### src/rtl/node_pkg.sv
// Shared definitions for the layer sequencer: datapath width, FSM states and
// helpers for flat weight addressing and counter sizing.
package node_pkg;

  localparam int W = 10;

  typedef enum logic [1:0] {
    ST_LOAD    = 2'd0,
    ST_COMPUTE = 2'd1,
    ST_EMIT    = 2'd2
  } state_t;

  function automatic int weight_addr(input int neuron, input int idx, input int n_in);
    return neuron * n_in + idx;
  endfunction

  // Counter/address width that never collapses to zero bits.
  function automatic int clog2_min1(input int value);
    return (value > 1) ? $clog2(value) : 1;
  endfunction

endpackage

### src/rtl/node_weight_mem.sv
// Layer weight register file: one synchronous write port and two combinational
// read ports feeding the even/odd weight operands of a node pair.
module node_weight_mem #(
  parameter int W     = node_pkg::W,
  parameter int DEPTH = 12,
  parameter int AW    = 4
) (
  input  logic          clk,
  input  logic          wr_en,
  input  logic [AW-1:0] wr_addr,
  input  logic [W-1:0]  wr_data,
  input  logic [AW-1:0] rd_addr_even,
  input  logic [AW-1:0] rd_addr_odd,
  output logic [W-1:0]  rd_data_even,
  output logic [W-1:0]  rd_data_odd
);

  logic [W-1:0] mem [DEPTH];

  // Addresses past the last weight are silently ignored.
  always_ff @(posedge clk) begin
    if (wr_en && (int'(wr_addr) < DEPTH)) begin
      mem[wr_addr] <= wr_data;
    end
  end

  assign rd_data_even = (int'(rd_addr_even) < DEPTH) ? mem[rd_addr_even] : '0;
  assign rd_data_odd  = (int'(rd_addr_odd)  < DEPTH) ? mem[rd_addr_odd]  : '0;

endmodule

### src/rtl/node_sequencer.sv
// Time-multiplexes one external combinational node across a fully connected
// layer: buffers features, walks neurons and input pairs, emits one sum per neuron.
module node_sequencer #(
  parameter int W     = node_pkg::W,
  parameter int N_IN  = 4,
  parameter int N_OUT = 3,
  localparam int AW   = node_pkg::clog2_min1(N_OUT * N_IN),
  localparam int IW   = node_pkg::clog2_min1(N_OUT)
) (
  input  logic          clk,
  input  logic          rst,
  input  logic          in_valid,
  output logic          in_ready,
  input  logic [W-1:0]  in_data,
  input  logic          wr_en,
  input  logic [AW-1:0] wr_addr,
  input  logic [W-1:0]  wr_data,
  output logic [W-1:0]  node_a,
  output logic [W-1:0]  node_b,
  output logic [W-1:0]  node_multa,
  output logic [W-1:0]  node_multb,
  input  logic [W-1:0]  node_result,
  output logic          out_valid,
  input  logic          out_ready,
  output logic [W-1:0]  out_data,
  output logic [IW-1:0] out_idx,
  output logic          busy
);

  import node_pkg::*;

  localparam int LW = clog2_min1(N_IN);
  localparam int PW = clog2_min1(N_IN / 2);

  state_t        state;
  logic [LW-1:0] load_cnt;
  logic [IW-1:0] neuron;
  logic [PW-1:0] pair;
  logic [W-1:0]  acc;
  logic [W-1:0]  acc_next;
  logic [W-1:0]  feat [N_IN];

  logic [LW-1:0] ev_idx;
  logic [LW-1:0] od_idx;
  logic [AW-1:0] wa_even;
  logic [AW-1:0] wa_odd;
  logic [W-1:0]  w_even;
  logic [W-1:0]  w_odd;

  assign in_ready = (state == ST_LOAD);
  assign busy     = (state != ST_LOAD);

  assign ev_idx   = LW'({pair, 1'b0});
  assign od_idx   = ev_idx + LW'(1);
  assign wa_even  = AW'(weight_addr(int'(neuron), int'(ev_idx), N_IN));
  assign wa_odd   = AW'(weight_addr(int'(neuron), int'(od_idx), N_IN));
  assign acc_next = acc + node_result;

  // Weights may only change between layers, so writes are gated to LOAD.
  node_weight_mem #(
    .W     (W),
    .DEPTH (N_OUT * N_IN),
    .AW    (AW)
  ) u_wmem (
    .clk          (clk),
    .wr_en        (wr_en && (state == ST_LOAD)),
    .wr_addr      (wr_addr),
    .wr_data      (wr_data),
    .rd_addr_even (wa_even),
    .rd_addr_odd  (wa_odd),
    .rd_data_even (w_even),
    .rd_data_odd  (w_odd)
  );

  always_ff @(posedge clk) begin
    if (!rst && (state == ST_LOAD) && in_valid) begin
      feat[load_cnt] <= in_data;
    end
  end

  // Operands are quiet outside COMPUTE so the shared node does not toggle.
  always_comb begin
    node_a     = '0;
    node_b     = '0;
    node_multa = '0;
    node_multb = '0;
    if (state == ST_COMPUTE) begin
      node_a     = feat[ev_idx];
      node_b     = feat[od_idx];
      node_multa = w_even;
      node_multb = w_odd;
    end
  end

  always_ff @(posedge clk) begin
    if (rst) begin
      state     <= ST_LOAD;
      load_cnt  <= '0;
      neuron    <= '0;
      pair      <= '0;
      acc       <= '0;
      out_valid <= 1'b0;
      out_data  <= '0;
      out_idx   <= '0;
    end else begin
      case (state)
        ST_LOAD: begin
          if (in_valid) begin
            if (load_cnt == LW'(N_IN - 1)) begin
              load_cnt <= '0;
              neuron   <= '0;
              pair     <= '0;
              acc      <= '0;
              state    <= ST_COMPUTE;
            end else begin
              load_cnt <= load_cnt + LW'(1);
            end
          end
        end
        ST_COMPUTE: begin
          acc <= acc_next;
          if (pair == PW'(N_IN / 2 - 1)) begin
            out_data  <= acc_next;
            out_idx   <= neuron;
            out_valid <= 1'b1;
            state     <= ST_EMIT;
          end else begin
            pair <= pair + PW'(1);
          end
        end
        ST_EMIT: begin
          if (out_ready) begin
            out_valid <= 1'b0;
            if (neuron == IW'(N_OUT - 1)) begin
              state <= ST_LOAD;
            end else begin
              neuron <= neuron + IW'(1);
              pair   <= '0;
              acc    <= '0;
              state  <= ST_COMPUTE;
            end
          end
        end
        default: state <= ST_LOAD;
      endcase
    end
  end

endmodule

### config.mk
export PLATFORM = sky130hd
export DESIGN_NAME = node_sequencer
export DESIGN_NICKNAME = d
export VERILOG_FILES = /design/src/rtl/node_pkg.sv /design/src/rtl/node_weight_mem.sv /design/src/rtl/node_sequencer.sv
export SDC_FILE = /design/constraint.sdc
export NUM_CORES = 1
export LEC_CHECK = 0
export CAP_MARGIN = 10
export CELL_PAD_IN_SITES_DETAIL_PLACEMENT = 1
export CELL_PAD_IN_SITES_GLOBAL_PLACEMENT = 1
export CORE_MARGIN = 2
export CORE_UTILIZATION = 35
export DETAILED_ROUTE_END_ITERATION = 16
export DONT_BUFFER_PORTS = 1
export GPL_TIMING_DRIVEN = 1
export PLACE_DENSITY = 0.59
export SYNTH_ARGS = -nofsm -noshare
export SYNTH_HDL_FRONTEND = slang
export SYNTH_SLANG_ARGS = --single-unit
### constraint.sdc
create_clock -name clk -period 4.1 [get_ports clk]
set_input_delay 0.41 -clock clk [delete_from_list [all_inputs] [get_ports clk]]
set_output_delay 0.41 -clock clk [all_outputs]
set_load 0.02 [all_outputs]
==> results by group, run 1 <==
Power and ir drop
  • Cell leakage power: 0.00283 uW
  • Pwr Density: 441 nW/um2
  • Max IR drop VDD: 0.000263 V

Timing
  • RSZ-0062 raised after global routing: no
  • Peak Freq: 330 MHz
  • Worst-Margin Slew: about 1.1 ns
  • Slew Viols, Final: 0
  • Hold Fails Final Rpt: 0
  • Fin crit share: 0.738
  • Post-route setup TNS: 0 ns
  • Setup violators final: 0
  • Rel. slew slack: 0.273
  • Final min period: roughly 3 ns
  • Worst Hold Margin: 0.0339 ns
  • Setup Skew: 0.0167 ns

Setup path
  • WP buf/inv: 0
  • CP Launch Type: register
  • Critical Path AT: around 2.6 ns
  • Crit Path Category: register to output port
  • Crit-path max FO: 20
  • Worst reg-to-reg setup slack: 1.65 ns
  • Worst-path cell with the longest stage delay: a211oi_1
  • CP peak stage delay: 0.86 ns
  • WP data required: about 3.7 ns
  • CP Cell Sequence: ha_1, nand2b_1, a211oi_1
  • CP top delay family: compound AO/OA/AOI/OAI gates
  • Critical path endpoint category: output port

Layout
  • Commonest non-fill, non-tap cell in the layout: edfxtp_1
  • Util after Layout: 0.406
  • Layout area overhead: 12.8%
  • Layout cells sized above 1: 0.145
  • Most frequent cells in the layout: edfxtp_1, nor2_1, mux2i_1
  • Nets: 601
  • N_diodes: 0
  • Cell Count, Final, Fillers Out: around 840

Clock network
  • Post-CTS Setup Bufs: 0
  • Root Buffer: clkbuf_16
  • Htree depth: 4
  • Worst-skew pair later-pin latency: between 0.4 and 0.5 ns
  • Clock Path Buffers: 2
  • CTS resizes: 0
  • CTS clk-pin slew, worst paths: roughly 0.08 ns
  • Cts hold-fix bufs: 0
  • CTS tree: yes
  • Clk sinks: about 190
  • Clock buffer count from CTS: 17

Outcome
  • Outcome: complete, no violations

Floorplan
  • Vert. Die Dim: 154 um
  • Die W: 154 um
  • Die area: 23,800 um2
  • Io pins: 94
  • Core ar.: between 20,000 and 25,000 um2
  • Initial core utilization: 0.360
  • Rows: 54

Routing
  • Iteration-0 DRC Markers: 205
  • 1st-pass router iterations: 4
  • Vias/cell: 5.22
  • Routed WL per cell: between 20 and 25 um
  • Via count: around 4.4k
  • Final wirelength: 17,700 um
  • DRC: 0
  • Post-route ant nets: 0

Synthesis
  • Syn_nets: 590
  • Mapped Cells: ~540
  • Yosys warning count: 0
  • Synth unique cells: 46
  • Sequential share of the synthesized area: 0.687
  • Mapped Area: 7900 um2
  • Seq cells post-synth: 191
  • Synth Area per Inst: 14.8 um2

Global route
  • Number of global-route vias before repair: roughly 4.7k
  • Grt met1 use: 0.184
  • Routing usage on met3: 0.0566
  • Grt met2 use: 0.263
  • GRT Overall Usage: 0.154
  • Grt ovf: 0
  • Most Used Layer, Global Route: met2
  • Largest net degree at the start of global routing: 45
  • Initial antenna violation count: 0
  • Global-route wire length before repair: 27,600 um

Place
  • HPWL Detailed: around 12,000 um
  • Placed insts: 807
  • Port buffer count: 0
  • Placer Congestion: about 0.7

Hold path
  • Worst hold path type: input pin to register

Job
  • Maxcap violations: 0
[synth_stat cells, drive strengths merged]
master	instances	area [um2]
xor2	1	8.76
xnor2	6	52.6
mux2	1	11.3
nand3	7	35.0
nand2	28	105
mux2i	40	400
nor4b	2	17.5
and2	5	31.3
mux4	20	450
or2	2	12.5
o21bai	1	7.51
or3	1	6.26
or4	2	15.0
a211oi	23	173
a21oi	23	115
a21boi	2	15.0
nor4	1	6.26
ha	15	188
a2111oi	1	8.76
a21o	3	22.5
o21a	1	7.51
nand2b	6	37.5
nand3b	5	37.5
a221o	1	10.0
inv	10	37.5
edfxtp	160	4800
o211ai	1	12.5
o32ai	1	8.76
dfxtp	31	621
nor2	70	263
nand4b	2	17.5
buf	16	82.6
clkbuf	15	56.3
o21ai	6	30.0
a31o	2	17.5
a22oi	5	37.5
nor3	7	35.0
fa	1	20.0
nor2b	4	25.0
a2111o	1	11.3
nor3b	1	7.51
o31ai	4	30.0
nand4	1	6.26
[per-layer routing]
metal,wire length [um],vias up,share of wire
li1,-,2049,-
met1,7470,2220,0.42
met2,8980,92,0.51
met3,1100,16,0.062
met4,198,0,0.011
met5,0,-,0
[sequential cells by signal (all words and copies together), names as in the netlist, 2 cells and up, named ones only]
signal      cells
acc            10
feat           40
load_cnt        2
neuron          2
out_data       10
out_idx         2
state           2
u_wmem.mem    120
[worst register-to-register path: stages, from the launching register on]
cell     delay, ns
dfxtp_1       0.42
nor2_1        0.15
buf_4         0.21
nand2_1       0.09
or3_1         0.38
nor2_1        0.82
[cells by family after synthesis]
group                    after synthesis  synth area share
AO/OA/AOI/OAI                         75            0.0642
XOR/XNOR                               7           0.00776
adder cells (fa/ha/maj)               16            0.0263
buffers and inverters                 41            0.0223
flip-flops                           191             0.687
multiplexers                          61             0.109
AND/OR/NAND/NOR                      144            0.0833
[layout make-up]
cell class / count / area [um2]
Fill cell: 2214 / 13100
Sequential cell: 191 / 5430
Multi-Input combinational cell: 303 / 2300
Clock buffer: 17 / 425
Tap cell: 280 / 350
Clock inverter: 15 / 196
Timing Repair Buffer: 23 / 173
Inverter: 10 / 37.5
[metrics by stage]
step | setup slack, ns | power [uW] | area [um2]
2_1_floorplan | 1.57 | 2260 | 7900
3_3_place_gp | 1.51 | 2270 | 8290
3_5_place_dp | 1.46 | 2280 | 8290
4_1_cts | 0.987 | 3980 | 8910
5_1_grt | 0.816 | 4060 | 8910
6_report | 1.07 | 3930 | 8910
[final timing paths]
check | startpoint | endpoint | depth (start not counted)
min | rst | out_data[4] | 1
min reg2reg | load_cnt[1] | load_cnt[1] | 2
max reg2reg | state[1] | u_wmem.mem[3][2] | 5
max | neuron[0] | node_multb[6] | 3
[where the power goes]
part | switching, uW | internal [uW] | total [uW] | leakage (uW)
logic | 56.4 | 35.0 | 91.5 | 0.000836
registers | 12.1 | 2130 | 2140 | 0.00170
clock network | 853 | 844 | 1700 | 0.000300
Power figures use the tool's default switching activity.
==> inputs of run 2 (changes only) <==
PLACE_DENSITY = 0.62   (was 0.59)
clock period = 2.4 ns   (was 4.1 ns; I/O delays follow)
==> run 2 against run 1 <==
Effect of this change:
- clock-buffer cell count unchanged
- via count grew 5.0%
- worst hold slack got worse by 0.019 ns
- sequential share of layout area decreased by 3.1 points
- power grew 73%
- cell area up 5.4%
- cell count is 5.7% higher
- global-route usage rose by 0.77 points
- register-to-register slack worse by 1.4 ns
- first-iteration DRC count grew 4.9%
- routed wire length up 3.9%
- largest cell class unchanged
- highest routed layer unchanged
==> results by group, run 2 (synthesis results as in run 1) <==
Setup path
  • CP top delay family: buffers and inverters
  • WP data required: 2.16 ns (-1.53 ns)
  • Worst-path cell with the longest stage delay: dfxtp_1
  • Worst reg-to-reg path cell count: 9 (+4)
  • Critical Path AT: 2.03 ns (-0.59 ns)
  • Reg2reg end: acc[8]
  • WP buf/inv: 2 (+2)
  • CP peak stage delay: 0.46 ns (-0.40 ns)
  • CP Launch Type: register
  • Crit-path max FO: 20 (unchanged)
  • R2r startpoint: acc[0]
  • CP Cell Sequence: buf_6, mux4_2, nor2_1, a211oi_1, buf_4
  • Crit Path Category: register to output port
  • Worst reg-to-reg setup slack: 0.29 ns (-1.36 ns)
  • Critical path endpoint category: output port

Layout
  • Util after Layout: 0.427 (+0.0218)
  • Nets: 649 (+8.0%)
  • Reg with most FFs: u_wmem.mem
  • Post-route cell area: 9390 um2 (+5.4%)
  • Commonest non-fill, non-tap cell in the layout: edfxtp_1
  • Top Registers: u_wmem.mem (120), feat (40)
  • N_diodes: 0 (unchanged)
  • Layout area overhead: 18.9%
  • Cell Count, Final, Fillers Out: 887 (+5.7%)
  • Max FFs per register: 120 (unchanged)
  • Layout cells sized above 1: 0.183 (+0.0380)
  • Most frequent cells in the layout: edfxtp_1, nor2_1, buf_4

Clock network
  • CTS tree: yes
  • Worst-skew pair later-pin latency: 0.45 ns (about the same)
  • CTS clk-pin slew, worst paths: 0.07 ns (about the same)
  • Clock Path Buffers: 2 (unchanged)
  • Root Buffer: clkbuf_16
  • Htree depth: 4 (unchanged)
  • Clock buffer count from CTS: 17 (unchanged)
  • Clk sinks: 191 (unchanged)

Outcome
  • Outcome: complete, no violations

Timing
  • Worst-Margin Slew: 1.17 ns (+0.0857 ns)
  • Peak Freq: 440 MHz
  • Min setup slack post-route: 0.128 ns (-0.944 ns)
  • Slew Viols, Final: 0 (unchanged)
  • Fin crit share: 0.947
  • Setup violators final: 0 (unchanged)
  • Post-route setup TNS: 0 ns (unchanged)
  • Final min period: 2.27 ns
  • Hold Fails Final Rpt: 0 (unchanged)
  • RSZ-0062 raised after global routing: no
  • Setup Skew: 0.0110 ns (-0.00576 ns)
  • Rel. slew slack: 0.216 (-0.0570)

Global route
  • Grt met1 use: 0.194 (+0.0100)
  • Global-route wire length before repair: 29,100 um (+5.7%)
  • Largest net degree at the start of global routing: 34 (-24%)
  • Grt ovf: 0 (unchanged)
  • Grt met2 use: 0.291 (+0.0282)
  • Number of global-route vias before repair: 5,038 (+6.7%)
  • Initial antenna violation count: 0 (unchanged)
  • Most Used Layer, Global Route: met2
  • Routing usage on met3: 0.0392 (-0.0174)
  • GRT Overall Usage: 0.161 (+0.00765)

Power and ir drop
  • Sw power: 1640 uW (+77%)
  • Switching share of total power: 0.240 (+0.00574)
  • Cell leakage power: 0.00308 uW (+8.5%)
  • Reg power frac: 0.537 (-0.008)
  • Cell internal pwr: 5170 uW (+72%)
  • Pwr Density: 725 nW/um2 (+64%)
  • Proportion of power drawn by the clock network: 0.427 (-0.005)
  • Max IR drop VDD: 0.000377 V (+43%)
  • Comb pwr share: 0.037 (+0.014)

Routing
  • DRC: 0 (unchanged)
  • Routed WL per cell: 20.8 um (-1.8%)
  • Post-route ant nets: 0 (unchanged)
  • Final wirelength: 18,400 um (+3.9%)
  • Iteration-0 DRC Markers: 215 (+4.9%)
  • Via count: 4,596 (+5.0%)
  • Vias/cell: 5.18 (-0.68%)
  • 1st-pass router iterations: 4 (unchanged)

Floorplan
  • Vert. Die Dim: 154 um (unchanged)
  • Io pins: 94 (unchanged)
  • Core ar.: 22,000 um2 (unchanged)
  • Die area: 23,800 um2 (unchanged)
  • Die W: 154 um (unchanged)
  • Rows: 54 (unchanged)
  • Initial core utilization: 0.360 (unchanged)

Place
  • Placer Congestion: 0.792 (+13%)
  • Port buffer count: 0 (unchanged)
  • Placed insts: 829 (+2.7%)
  • Placement Setup Slack: 0.304 ns (-1.16 ns)
  • HPWL Detailed: 12,100 um (+1.2%)
  • Placed Area: 8480 um2 (+2.4%)

Hold path
  • HP Start: rst
  • Hold Path Sink: acc[9]
  • Hold Path Cell Cnt: 2 (+1)
  • Worst hold path type: input pin to register

Job
  • Maxcap violations: 0 (unchanged)
run 2: changes by cell type in the layout (fill, tap and decap cells not counted), sizes merged:
| cell | previous run | this run |
|---|---|---|
| buf | 23 | 48 |
| dlygate4sd3 | 0 | 23 |
run 2: worst max-delay path by stage:
stage	slack (ns)	cells past startpoint	end	start
2_1_floorplan	0.06	6	u_wmem.mem[4][0]	state[1]
3_3_place_gp	0.38	9	acc[8]	acc[0]
3_5_place_dp	0.30	9	acc[8]	acc[0]
4_1_cts	0.01	6	node_multa[2]	neuron[1]
5_1_grt	0.003	5	node_multb[0]	neuron[0]
6_report	0.13	5	node_multb[0]	neuron[0]
run 2: repair_timing:
| action | in CTS | in global routing |
|---|---|---|
| endpoints found under the setup margin | 4 | 5 |
| buffers inserted | 3 | 0 |
| hold endpoints to repair | 188 | 0 |
| gates resized for setup | 2 | 3 |
| hold buffers | 23 | 0 |
run 2: metrics by stage:
stage	total power [uW]	hold WS, ns
2_1_floorplan	3850	0.339
5_1_grt	7030	0.0125
3_3_place_gp	3890	0.318
4_1_cts	6880	0.00135
6_report	6800	0.0152
3_5_place_dp	3900	0.320
run 2: metal layers:
metal	wire length (um)	vias up
met5	0	-
met4	208	0
met3	729	18
met2	9720	95
met1	7770	2346
li1	-	2137
run 2: final cells by class:
| class | instances | area, um2 |
|---|---|---|
| Tap cell | 280 | 350 |
| Multi-Input combinational cell | 303 | 2320 |
| Clock buffer | 17 | 425 |
| Inverter | 10 | 37.5 |
| Timing Repair Buffer | 71 | 632 |
| Sequential cell | 191 | 5430 |
| Clock inverter | 15 | 195 |
| Fill cell | 2218 | 12600 |
run 2: power groups by stage:
stage / clock [uW] / sequential [uW] / combinational [uW]
global route: 3090 / 3660 / 276
global placement: 0 / 3730 / 165
detailed placement: 0 / 3730 / 172
floorplan: 0 / 3720 / 133
CTS: 2970 / 3650 / 254
finish: 2900 / 3650 / 249
run 2: worst reg2reg max path, delay by kind of cell, from the launching register on:
family,cells,cell delay [ns]
compound gates,4,0.80
fa+ha+maj,2,0.59
flops,1,0.34
simple gates,2,0.21
buf+inv,1,0.06
==> inputs of run 3 (changes only) <==
CORE_UTILIZATION = 47   (was 35)
PLACE_DENSITY = 0.78   (was 0.62)
==> run 3 against run 2 <==
Effect of this change:
- critical path depth grew 1
- worst setup slack lost 0.028 ns
- clock power decreased by 7.9%
- cell area down 1.8%
- power decreased by 3.4%
- largest cell class unchanged
- largest power group unchanged
==> results by group, run 3 (synthesis results as in run 1) <==
Clock network
  • Clock Path Buffers: 2 (unchanged)
  • Htree depth: 4 (unchanged)
  • Post-CTS Setup Bufs: 0 (-3)
  • Worst-skew pair later-pin latency: 0.44 ns (about the same)
  • Clock buffer count from CTS: 17 (unchanged)
  • Root Buffer: clkbuf_16
  • Clk sinks: 191 (unchanged)
  • CTS clk-pin slew, worst paths: 0.07 ns (about the same)
  • CTS tree: yes

Layout
  • Nets: 645 (-0.62%)
  • Max FFs per register: 120 (unchanged)
  • Layout area overhead: 16.7%
  • Commonest non-fill, non-tap cell in the layout: edfxtp_1
  • Top Registers: u_wmem.mem (120), feat (40)
  • Most frequent cells in the layout: edfxtp_1, nor2_1, buf_4
  • Reg with most FFs: u_wmem.mem
  • Post-route cell area: 9220 um2 (-1.8%)
  • N_diodes: 0 (unchanged)
  • Layout cells sized above 1: 0.176 (-0.00679)

Setup path
  • Crit Path Category: register to output port
  • WP data required: 2.16 ns (about the same)
  • Critical Path AT: 2.06 ns (+0.03 ns)
  • Reg2reg end: acc[8]
  • Critical path endpoint category: output port
  • Worst-path cell with the longest stage delay: dfxtp_1
  • CP Launch Type: register
  • Worst reg-to-reg path cell count: 9 (unchanged)
  • Crit-path max FO: 20 (unchanged)
  • Most used cell, CP: buf_4
  • CP top delay family: buffers and inverters
  • CP Cell Sequence: buf_4, ha_1, nand2b_1, buf_4, a211oi_1, buf_4
  • Worst reg-to-reg setup slack: 0.29 ns (about the same)
  • CP peak stage delay: 0.34 ns (-0.12 ns)
  • WP buf/inv: 3 (+1)
  • R2r startpoint: acc[0]

Floorplan
  • Io pins: 94 (unchanged)
  • Core ar.: 16,500 um2 (-25%)
  • Vert. Die Dim: 134 um (-13%)
  • Die area: 17,900 um2 (-25%)
  • Initial core utilization: 0.478 (+0.118)
  • Die W: 134 um (-13%)
  • Rows: 47 (-13%)

Global route
  • Initial antenna violation count: 0 (unchanged)
  • Largest net degree at the start of global routing: 34 (unchanged)
  • Grt ovf: 0 (unchanged)
  • Global-route wire length before repair: 28,000 um (-3.9%)
  • GRT Overall Usage: 0.209 (+0.0476)
  • Number of global-route vias before repair: 5,028 (-0.20%)

Timing
  • Hold Fails Final Rpt: 0 (unchanged)
  • Worst-Margin Slew: 1.09 ns (-0.0807 ns)
  • Slew Viols, Final: 0 (unchanged)
  • Rel. slew slack: 0.270 (+0.0540)
  • Post-route setup TNS: 0 ns (unchanged)
  • Setup violators final: 0 (unchanged)
  • RSZ-0062 raised after global routing: no
  • Peak Freq: 435 MHz (-1.2%)
  • Setup Skew: 0.0104 ns (-0.000608 ns)
  • Final min period: 2.30 ns (+0.0282 ns)
  • Fin crit share: 0.959 (+0.0118)

Job
  • Maxcap violations: 0 (unchanged)

Outcome
  • Outcome: complete, no violations

Place
  • HPWL Detailed: 11,500 um (-4.8%)
  • Port buffer count: 0 (unchanged)
  • Placed Area: 8390 um2 (-1.1%)
  • Placer Congestion: 0.782 (-1.3%)

Routing
  • Routed WL per cell: 21.8 um (+4.9%)
  • Final wirelength: 17,900 um (-2.7%)
  • Post-route ant nets: 0 (unchanged)
  • Iteration-0 DRC Markers: 263 (+22%)
  • DRC: 0 (unchanged)
  • Via count: 4,572 (-0.52%)
  • Vias/cell: 5.56 (+7.3%)
  • 1st-pass router iterations: 4 (unchanged)

Power and ir drop
  • Cell leakage power: 0.00302 uW (-1.8%)
  • Pwr Density: 713 nW/um2 (-1.7%)
  • Max IR drop VDD: 0.000515 V (+36%)

Hold path
  • Hold Path Sink: out_data[9]
  • Hold Path Cell Cnt: 2 (unchanged)
  • HP Start: rst
  • Worst hold path type: input pin to register
==> run 3: changes by cell type in the layout (fill, tap and decap cells not counted), moves of 3 or more <==
cell	previous run	this run
clkinv_4	0	5
a211oi_1	20	17
buf_4	44	41
a211oi_2	3	6
clkinv_8	5	1
inv_12	3	0
==> run 3: final cells by class <==
| class | instances | area [um2] |
|---|---|---|
| fillers | 1569 | 7310 |
| flip-flops and latches | 191 | 5430 |
| multi-input cells | 303 | 2330 |
| repair buffers | 67 | 588 |
| clock buffers | 17 | 425 |
| well taps | 220 | 275 |
| clock inverters | 14 | 131 |
| inverters | 10 | 37.5 |
==> run 3: stage by stage <==
step	cells	setup slack, ns	hold slack (ns)	total power [uW]	utilization
2_1_floorplan	535	0.0559	0.339	3850	-
3_3_place_gp	767	0.396	0.317	3880	0.508
3_5_place_dp	767	0.295	0.318	3900	0.508
4_1_cts	822	0.0275	0.0444	6620	0.556
5_1_grt	822	0.0134	0.0546	6750	0.558
6_report	822	0.0995	0.0637	6570	0.558
==> run 3: worst max-delay path by stage <==
stage / end / depth (start not counted) / from / slack [ns]
detailed placement: acc[8] / 9 / acc[0] / 0.29
floorplan: u_wmem.mem[4][0] / 6 / state[1] / 0.06
CTS: node_multa[9] / 6 / neuron[0] / 0.03
global route: node_multb[5] / 6 / neuron[0] / 0.01
global placement: acc[8] / 9 / acc[0] / 0.40
finish: node_multb[9] / 6 / neuron[0] / 0.1
==> run 3: metal layers <==
metal  share of wire  track usage  vias up
met5               0            0        -
met4           0.015       0.0656        0
met3           0.045       0.0521       21
met2            0.53        0.375      101
met1            0.41        0.248     2316
li1                -            -     2134
==> run 3: timing repair <==
action | CTS | global route
hold endpoints to repair | 189 | 0
gates resized for setup | 1 | 5
endpoints found under the setup margin | 1 | 4
hold buffers | 24 | 0
pin swaps | 0 | 0
==> run 3: power by group <==
group	internal [uW]	switching [uW]
clock network	1360	1310
logic	92.8	153
registers	3640	16.8
total	5090	1480
